File: src/rtl/dcache_arbiter.sv
// dcache_arbiter: arbitrates two LSU pipes onto a single data-cache port.
// One access outstanding at a time; pipe 0 (older) has priority. A flush
// cancels the in-flight access, and responses for cancelled accesses that
// the cache already took are swallowed in DROP.
module dcache_arbiter #(
  parameter int ADDR_W = 32,
  parameter int DATA_W = 32
) (
  input  logic                clk,
  input  logic                rst,
  input  logic                flush,
  // pipe 0 (older)
  input  logic                p0_req_valid,
  output logic                p0_req_ready,
  input  logic [ADDR_W-1:0]   p0_addr,
  input  logic [DATA_W-1:0]   p0_wdata,
  input  logic [DATA_W/8-1:0] p0_wstrb,
  input  logic                p0_we,
  input  logic                p0_uncached,
  output logic                p0_resp_valid,
  output logic [DATA_W-1:0]   p0_rdata,
  // pipe 1 (younger)
  input  logic                p1_req_valid,
  output logic                p1_req_ready,
  input  logic [ADDR_W-1:0]   p1_addr,
  input  logic [DATA_W-1:0]   p1_wdata,
  input  logic [DATA_W/8-1:0] p1_wstrb,
  input  logic                p1_we,
  input  logic                p1_uncached,
  output logic                p1_resp_valid,
  output logic [DATA_W-1:0]   p1_rdata,
  // dcache port
  output logic                dc_req_valid,
  input  logic                dc_req_ready,
  output logic [ADDR_W-1:0]   dc_addr,
  output logic [DATA_W-1:0]   dc_wdata,
  output logic [DATA_W/8-1:0] dc_wstrb,
  output logic                dc_we,
  output logic                dc_uncached,
  input  logic                dc_resp_valid,
  input  logic [DATA_W-1:0]   dc_rdata
);

  localparam logic [1:0] S_IDLE  = 2'd0;
  localparam logic [1:0] S_ISSUE = 2'd1;
  localparam logic [1:0] S_WAIT  = 2'd2;
  localparam logic [1:0] S_DROP  = 2'd3;

  logic [1:0]          state_q, state_d;
  logic                owner_q;
  logic [ADDR_W-1:0]   addr_q;
  logic [DATA_W-1:0]   wdata_q;
  logic [DATA_W/8-1:0] wstrb_q;
  logic                we_q;
  logic                uncached_q;

  // Grant is purely combinational: pipe 0 wins whenever it asks.
  logic grant0, grant1, accept;
  assign grant0 = (state_q == S_IDLE) && !flush && p0_req_valid;
  assign grant1 = (state_q == S_IDLE) && !flush && !p0_req_valid && p1_req_valid;
  assign accept = grant0 || grant1;

  // State register; reset abandons any access immediately.
  always_ff @(posedge clk or posedge rst) begin
    if (rst) state_q <= S_IDLE;
    else     state_q <= state_d;
  end

  // Next-state logic; stray responses in IDLE/ISSUE are ignored.
  always_comb begin
    state_d = state_q;
    case (state_q)
      S_IDLE:  if (accept) state_d = S_ISSUE;
      S_ISSUE: begin
        if (dc_req_ready) state_d = flush ? S_DROP : S_WAIT;
        else if (flush)   state_d = S_IDLE;
      end
      S_WAIT: begin
        if (dc_resp_valid) state_d = S_IDLE;
        else if (flush)    state_d = S_DROP;
      end
      S_DROP:  if (dc_resp_valid) state_d = S_IDLE;
      default: state_d = S_IDLE;
    endcase
  end

  // Latch owner and payload on acceptance; held stable through ISSUE.
  always_ff @(posedge clk or posedge rst) begin
    if (rst) begin
      owner_q    <= 1'b0;
      addr_q     <= '0;
      wdata_q    <= '0;
      wstrb_q    <= '0;
      we_q       <= 1'b0;
      uncached_q <= 1'b0;
    end else if (accept) begin
      owner_q    <= grant1;
      addr_q     <= grant1 ? p1_addr     : p0_addr;
      wdata_q    <= grant1 ? p1_wdata    : p0_wdata;
      wstrb_q    <= grant1 ? p1_wstrb    : p0_wstrb;
      we_q       <= grant1 ? p1_we       : p0_we;
      uncached_q <= grant1 ? p1_uncached : p0_uncached;
    end
  end

  // Outputs: request in ISSUE, response forwarded to the owner only in WAIT
  // and only when the same-cycle flush has not cancelled it.
  always_comb begin
    logic fwd;
    fwd           = (state_q == S_WAIT) && dc_resp_valid && !flush;
    p0_req_ready  = grant0;
    p1_req_ready  = grant1;
    dc_req_valid  = (state_q == S_ISSUE);
    dc_addr       = addr_q;
    dc_wdata      = wdata_q;
    dc_wstrb      = wstrb_q;
    dc_we         = we_q;
    dc_uncached   = uncached_q;
    p0_resp_valid = fwd && !owner_q;
    p1_resp_valid = fwd && owner_q;
    p0_rdata      = p0_resp_valid ? dc_rdata : '0;
    p1_rdata      = p1_resp_valid ? dc_rdata : '0;
  end

endmodule

File: config.mk
export PLATFORM = sky130hd
export DESIGN_NAME = dcache_arbiter
export DESIGN_NICKNAME = d
export VERILOG_FILES = /design/src/rtl/dcache_arbiter.sv
export SDC_FILE = /design/constraint.sdc
export NUM_CORES = 1
export LEC_CHECK = 0
export CELL_PAD_IN_SITES_DETAIL_PLACEMENT = 1
export CELL_PAD_IN_SITES_GLOBAL_PLACEMENT = 2
export CORE_ASPECT_RATIO = 1.75
export CORE_MARGIN = 2
export CORE_UTILIZATION = 21
export DETAILED_ROUTE_END_ITERATION = 12
export GPL_ROUTABILITY_DRIVEN = 0
export HOLD_SLACK_MARGIN = 0.12
export PLACE_DENSITY = 0.88
export SLEW_MARGIN = 20
export SYNTH_ARGS = -nofsm -noshare
export SYNTH_HDL_FRONTEND = slang
export SYNTH_SLANG_ARGS = --single-unit
export TNS_END_PERCENT = 30
File: constraint.sdc
create_clock -name clk -period 2.5 [get_ports clk]
set_input_delay 0.375 -clock clk [delete_from_list [all_inputs] [get_ports clk]]
set_output_delay 0.375 -clock clk [all_outputs]
set_load 0.01 [all_outputs]
# Word level (Yosys, flattened, before mapping)
# Cells that the tools add are included.
# W data, S select, Z words.
dict set report word_totals {
  regBits 73
  input_bits 179
  output_inout_bits 139
  word_cells 43
}
dict set report op_classes {
  eq_ne 7
  muxes 15
  n_reduce_logical 14
}
# op count
set ops {}
lappend ops {{$mux W32} 4}
lappend ops {{$mux W2} 6}
lappend ops {{$logic_and A1 B1 Y1} 8}
lappend ops {{$pmux W2 S4} 1}
lappend ops {{$eq A2 B2 Y1 const B} 2}
lappend ops {{$mux W4} 1}
lappend ops {{$ne A2 B2 Y1 const B} 2}
lappend ops {{$reduce_and A4 Y1} 1}
lappend ops {{$logic_not A1 Y1} 3}
lappend ops {{$mux W1} 3}
lappend ops {{$ne A3 B2 Y1 const B} 1}
lappend ops {{$ne A3 B3 Y1 const B} 1}
lappend ops {{$eq A2 B1 Y1 const B} 1}
lappend ops {{$logic_not A2 Y1} 1}
lappend ops {{$logic_or A1 B1 Y1} 1}

# Longest topological paths before layout
dict set report logic_depth {
  word_depth 7
  depth_mapped 5
  depth_no_buf 3
}

# Worst setup path before layout
# Ideal clock, no wire load.
dict set report synth_path {
  path_type {reg2out}
  start {register state_q[0]}
  end {output p0_rdata[22]}
  t_arrival_ns 1.277
  t_required_ns 2.125
  setup_slack_ns 0.848
  path_stages_with_launch 5
  n_path_buf 1
  path_cell_list {dfrtp_1 > nor2_1 > and4b_1 > clkbuf_1 > and2_1}
}
dict set report synth_between {
  elab_chain_cells 5
}
# element line_no
set synth_rtl {}
lappend synth_rtl {{start, declared} 49} ;# logic [1:0] state_q, state_d;
lappend synth_rtl {{start signal, assigned} 66} ;# else state_q <= state_d;
lappend synth_rtl {{$eq A2 B2 Y1} 110} ;# fwd = (state_q == S_WAIT) && dc_resp_valid && !flush;
lappend synth_rtl {{$logic_and A1 B1 Y1 (2 in a row)} 110}
lappend synth_rtl {{$logic_and A1 B1 Y1} 119} ;# p0_resp_valid = fwd && !owner_q;
lappend synth_rtl {{via p0_resp_valid} 20} ;# output logic p0_resp_valid,
lappend synth_rtl {{$mux W32} 121} ;# p0_rdata = p0_resp_valid ? dc_rdata : '0;
lappend synth_rtl {{end, declared} 21} ;# output logic [DATA_W-1:0] p0_rdata,
# The timed path passes the listed nets, and every way through them passes these cells.

# Worst setup path in the final report
dict set report layout_path {
  start {input flush}
  end {output p0_rdata[10]}
}
dict set report layout_between {
  elab_chain_cells 4
}
# element line_no
set layout_rtl {}
lappend layout_rtl {{start, declared} 11} ;# input logic flush,
lappend layout_rtl {{$logic_not A1 Y1} 110}
lappend layout_rtl {{$logic_and A1 B1 Y1} 110}
lappend layout_rtl {{$logic_and A1 B1 Y1} 119}
lappend layout_rtl {{$mux W32} 121}
# No other way between the ends.

==> flow_summary.toml <==
[status]
status = "finished clean"

[cts]
clk_pin_slew_ns = 0.06
cts-hold-fix-buffers = 0
h-tree-depth = 3
max-clock-path-buffers = 2
root_buffer = "clkbuf_16"
cts_tree = "built"
cts.sinks = 73
cts_made_buffers = 9
clock_latency_ns = 0.34

[die]
die_h_microns = 201
die_area_sq_mm = 0.0234
die_w_microns = 117
io_pins = 318
initial_core_util = 0.212
rows = 72
core_area_sq_mm = 0.0220

[yosys]
ys.flop_type = "dfrtp_1"
ys_seq_area_frac = 0.392
ys_ff_latch = 73
synth_top_area_frac = 0.445
syn_area_sq_mm = 0.00466
synth_area_leaders = "mux2_4 (44%), dfrtp_1 (39%), and2_1 (8.6%), buf_8 (2.3%), buf_6 (1.9%)"
yosysTopAreaCell = "mux2_4"
yosys_warnings = 0
synth_edf_count = 0
yosysMostFrequentCell = "mux2_4"
yosys-top-cells-count = "mux2_4 (138), dfrtp_1 (73), and2_1 (64), buf_6 (8), buf_8 (7)"
syn_nets = 496
synth_cells = 317
synth.avg_cell_area_sq_um = 14.7
async_reset_ff_frac = 1.00
synth.distinct_cells = 24

[timing]
setup_ws_ns = 0.0691
slew_headroom = 0.733
fin_crit_sh = 0.972
slew_violations = 0
max_freq_ghz = 0.411
layout_min_cycle_time_ns = 2.43
tightest_slew_ns = 0.400
hold_ws_ns = 0.339
finClkSkew_ns = 0.00683
setup_viol = 0
timing_hold_violations_final = 0

[drt]
met1Wirelength_mm = 5.18
wirelength_mm = 16.0
drcViolationCount = 0
first_pass_iters = 4
route.met3.wl_mm = 1.40
routed.top_layer = "met4"
via_count = 3767
vias_per_cell = 4.03
drt_iter0_drc = 64
wire_per_inst_microns = 17.2
wl_met2_mm = 9.08
postRouteAntennaNets = 0

[layout]
syn_to_final_growth_pct = 83.3
final_cell_count_no_fill = 934
fillCellCount = 2377
nets = 812
drive_above_1_share = 0.270
regArea_sq_mm = 0.00183
fin_area_sq_mm = 0.00854
multi_input_area_sq_mm = 0.00262
antenna_cells = 0

[critical_path]
worstPathArrival_ns = 2.06
rrSetupSlack_ns = 0.78
crit_type = "input port to output pin"
endpoint_kind = "output pin"
required_ns = 2.12
start_kind = "input port"
cp_top_family = "buffers and inverters"
worst_path_max_delay_cell = "clkdlybuf4s50_1"
crit_buf_inv = 3
reg2reg_from = "state_q[0]$_DFFE_PP0P_"
reg2reg_to = "dc_wdata[18]$_DFFE_PP0P_"
cpMostUsedCell = "clkdlybuf4s50_1"
cp_slowest_stage_delay_ns = 0.54
crit_chain = "clkdlybuf4s50_1 -> nor2_2 -> and4b_1 -> buf_12 -> and2_1 -> clkdlybuf4s50_1"
worstRegToRegCells = 4
crit_fanout = 33

[power_and_ir_drop]
peakVddDrop_v = 0.000422
total_power_uw = 7320
cellPowerDensity_mw_per_mm2 = 857
p_leak_uw = 0.00386

[global_route]
grt_pass1_wl_mm = 23.1
antenna_found_initial = 0
grt_start_max_net_pins = 55
grt_use_total = 0.133
first_global_vias = 4082
grt-ovfl-total = 0

[placed_design]
dp_hpwl_mm = 12.9
placed_area_sq_mm = 0.00817
post-place-ws_ns = 0.0260
dp.cells = 918
numPortBuffers = 317

[worst_hold_path]
hp-class = "input port to asynchronous set/reset pin"

[run]
maxCapViolCount = 0
==> layout make-up <==
cell class | instances | area share
timing repair buffer | 327 | 0.395
multi-input combinational | 220 | 0.307
sequential | 73 | 0.214
tap | 296 | 0.0434
clock buffer | 11 | 0.0284
clock inverter | 5 | 0.0120
inverter | 2 | 0.00103
==> flip-flops by register name (all words and copies together), names as in the netlist <==
signal and flops:
dc_addr 32, dc_uncached 1, dc_wdata 32, dc_we 1, dc_wstrb 4, owner_q 1, state_q 2
==> layout by cell type, fill, tap and decap left out, drive strengths merged <==
cell type / Yosys / routed
bufinv: 0 / 3
nor2: 2 / 2
nor2b: 1 / 1
o21ai: 1 / 1
nand2b: 1 / 1
a21oi: 1 / 1
o21a: 1 / 1
clkdlybuf4s50: 0 / 308
a211o: 1 / 1
and4b: 1 / 1
buf: 16 / 10
nand2: 1 / 1
and4: 1 / 1
nor4: 1 / 1
clkinvlp: 0 / 1
xnor2: 1 / 1
dlymetal6s2s: 0 / 9
dfrtp: 73 / 73
and2: 65 / 65
mux2: 140 / 140
inv: 2 / 1
clkbuf: 6 / 11
nor3: 2 / 2
clkinv: 0 / 2
==> logic make-up (layout without fill, tap and decap cells) <==
logic type / after synthesis / in the layout / share of synthesized area
AOI/OAI and AO/OA: 4 / 4 / 0.00564
xor gates and xnor gates: 1 / 1 / 0.00188
buffers and inverters: 24 / 345 / 0.0499
DFF: 73 / 73 / 0.392
muxes: 140 / 140 / 0.449
and+or+nand+nor: 75 / 75 / 0.101
==> worst max path at each step <==
stage / startpoint / endpoint / cells past startpoint / slack (ns)
floorplan: rst / dc_addr[0]$_DFFE_PP0P_ / 1 / 0.27
global placement: flush / p0_rdata[28] / 6 / 0.05
detailed placement: flush / p0_rdata[28] / 6 / 0.03
CTS: flush / p0_rdata[28] / 6 / 0.01
global route: state_q[0]$_DFFE_PP0P_ / p0_rdata[6] / 5 / -0.007
finish: flush / p0_rdata[10] / 6 / 0.07
==> worst reg2reg max path: cells and delay by family (launching register included) <==
kind,cells,cell delay (ns)
multiplexers,1,0.41
AND/OR/NAND/NOR,1,0.28
AO/OA/AOI/OAI,1,0.21
buffers and inverters,1,0.28
flip-flops,1,0.42
==> metrics by stage <==
| step | util | setup TNS, ns |
|---|---|---|
| finish | 0.389 | 0 |
| floorplan | - | 0 |
| global route | 0.389 | -0.0121 |
| global placement | 0.372 | 0 |
| CTS | 0.387 | 0 |
| detailed placement | 0.372 | 0 |
==> where the power goes <==
group | total [uW] | internal (uW) | switching (uW)
Sequential | 2170 | 1790 | 376
Combinational | 3650 | 2420 | 1230
Clock | 1500 | 1000 | 500
==> per-layer routing <==
metal | global-route usage | up-vias
met5 | 0 | -
met4 | 0.0521 | 0
met3 | 0.0368 | 19
met2 | 0.265 | 214
met1 | 0.122 | 1813
li1 | - | 1721
==> repair_timing <==
action / 4_1_cts / 5_1_grt
setup buffers: 0 / 0
resized for setup: 0 / 11
endpoints found under the setup margin: 0 / 64
(Power assumes the default switching activity.)
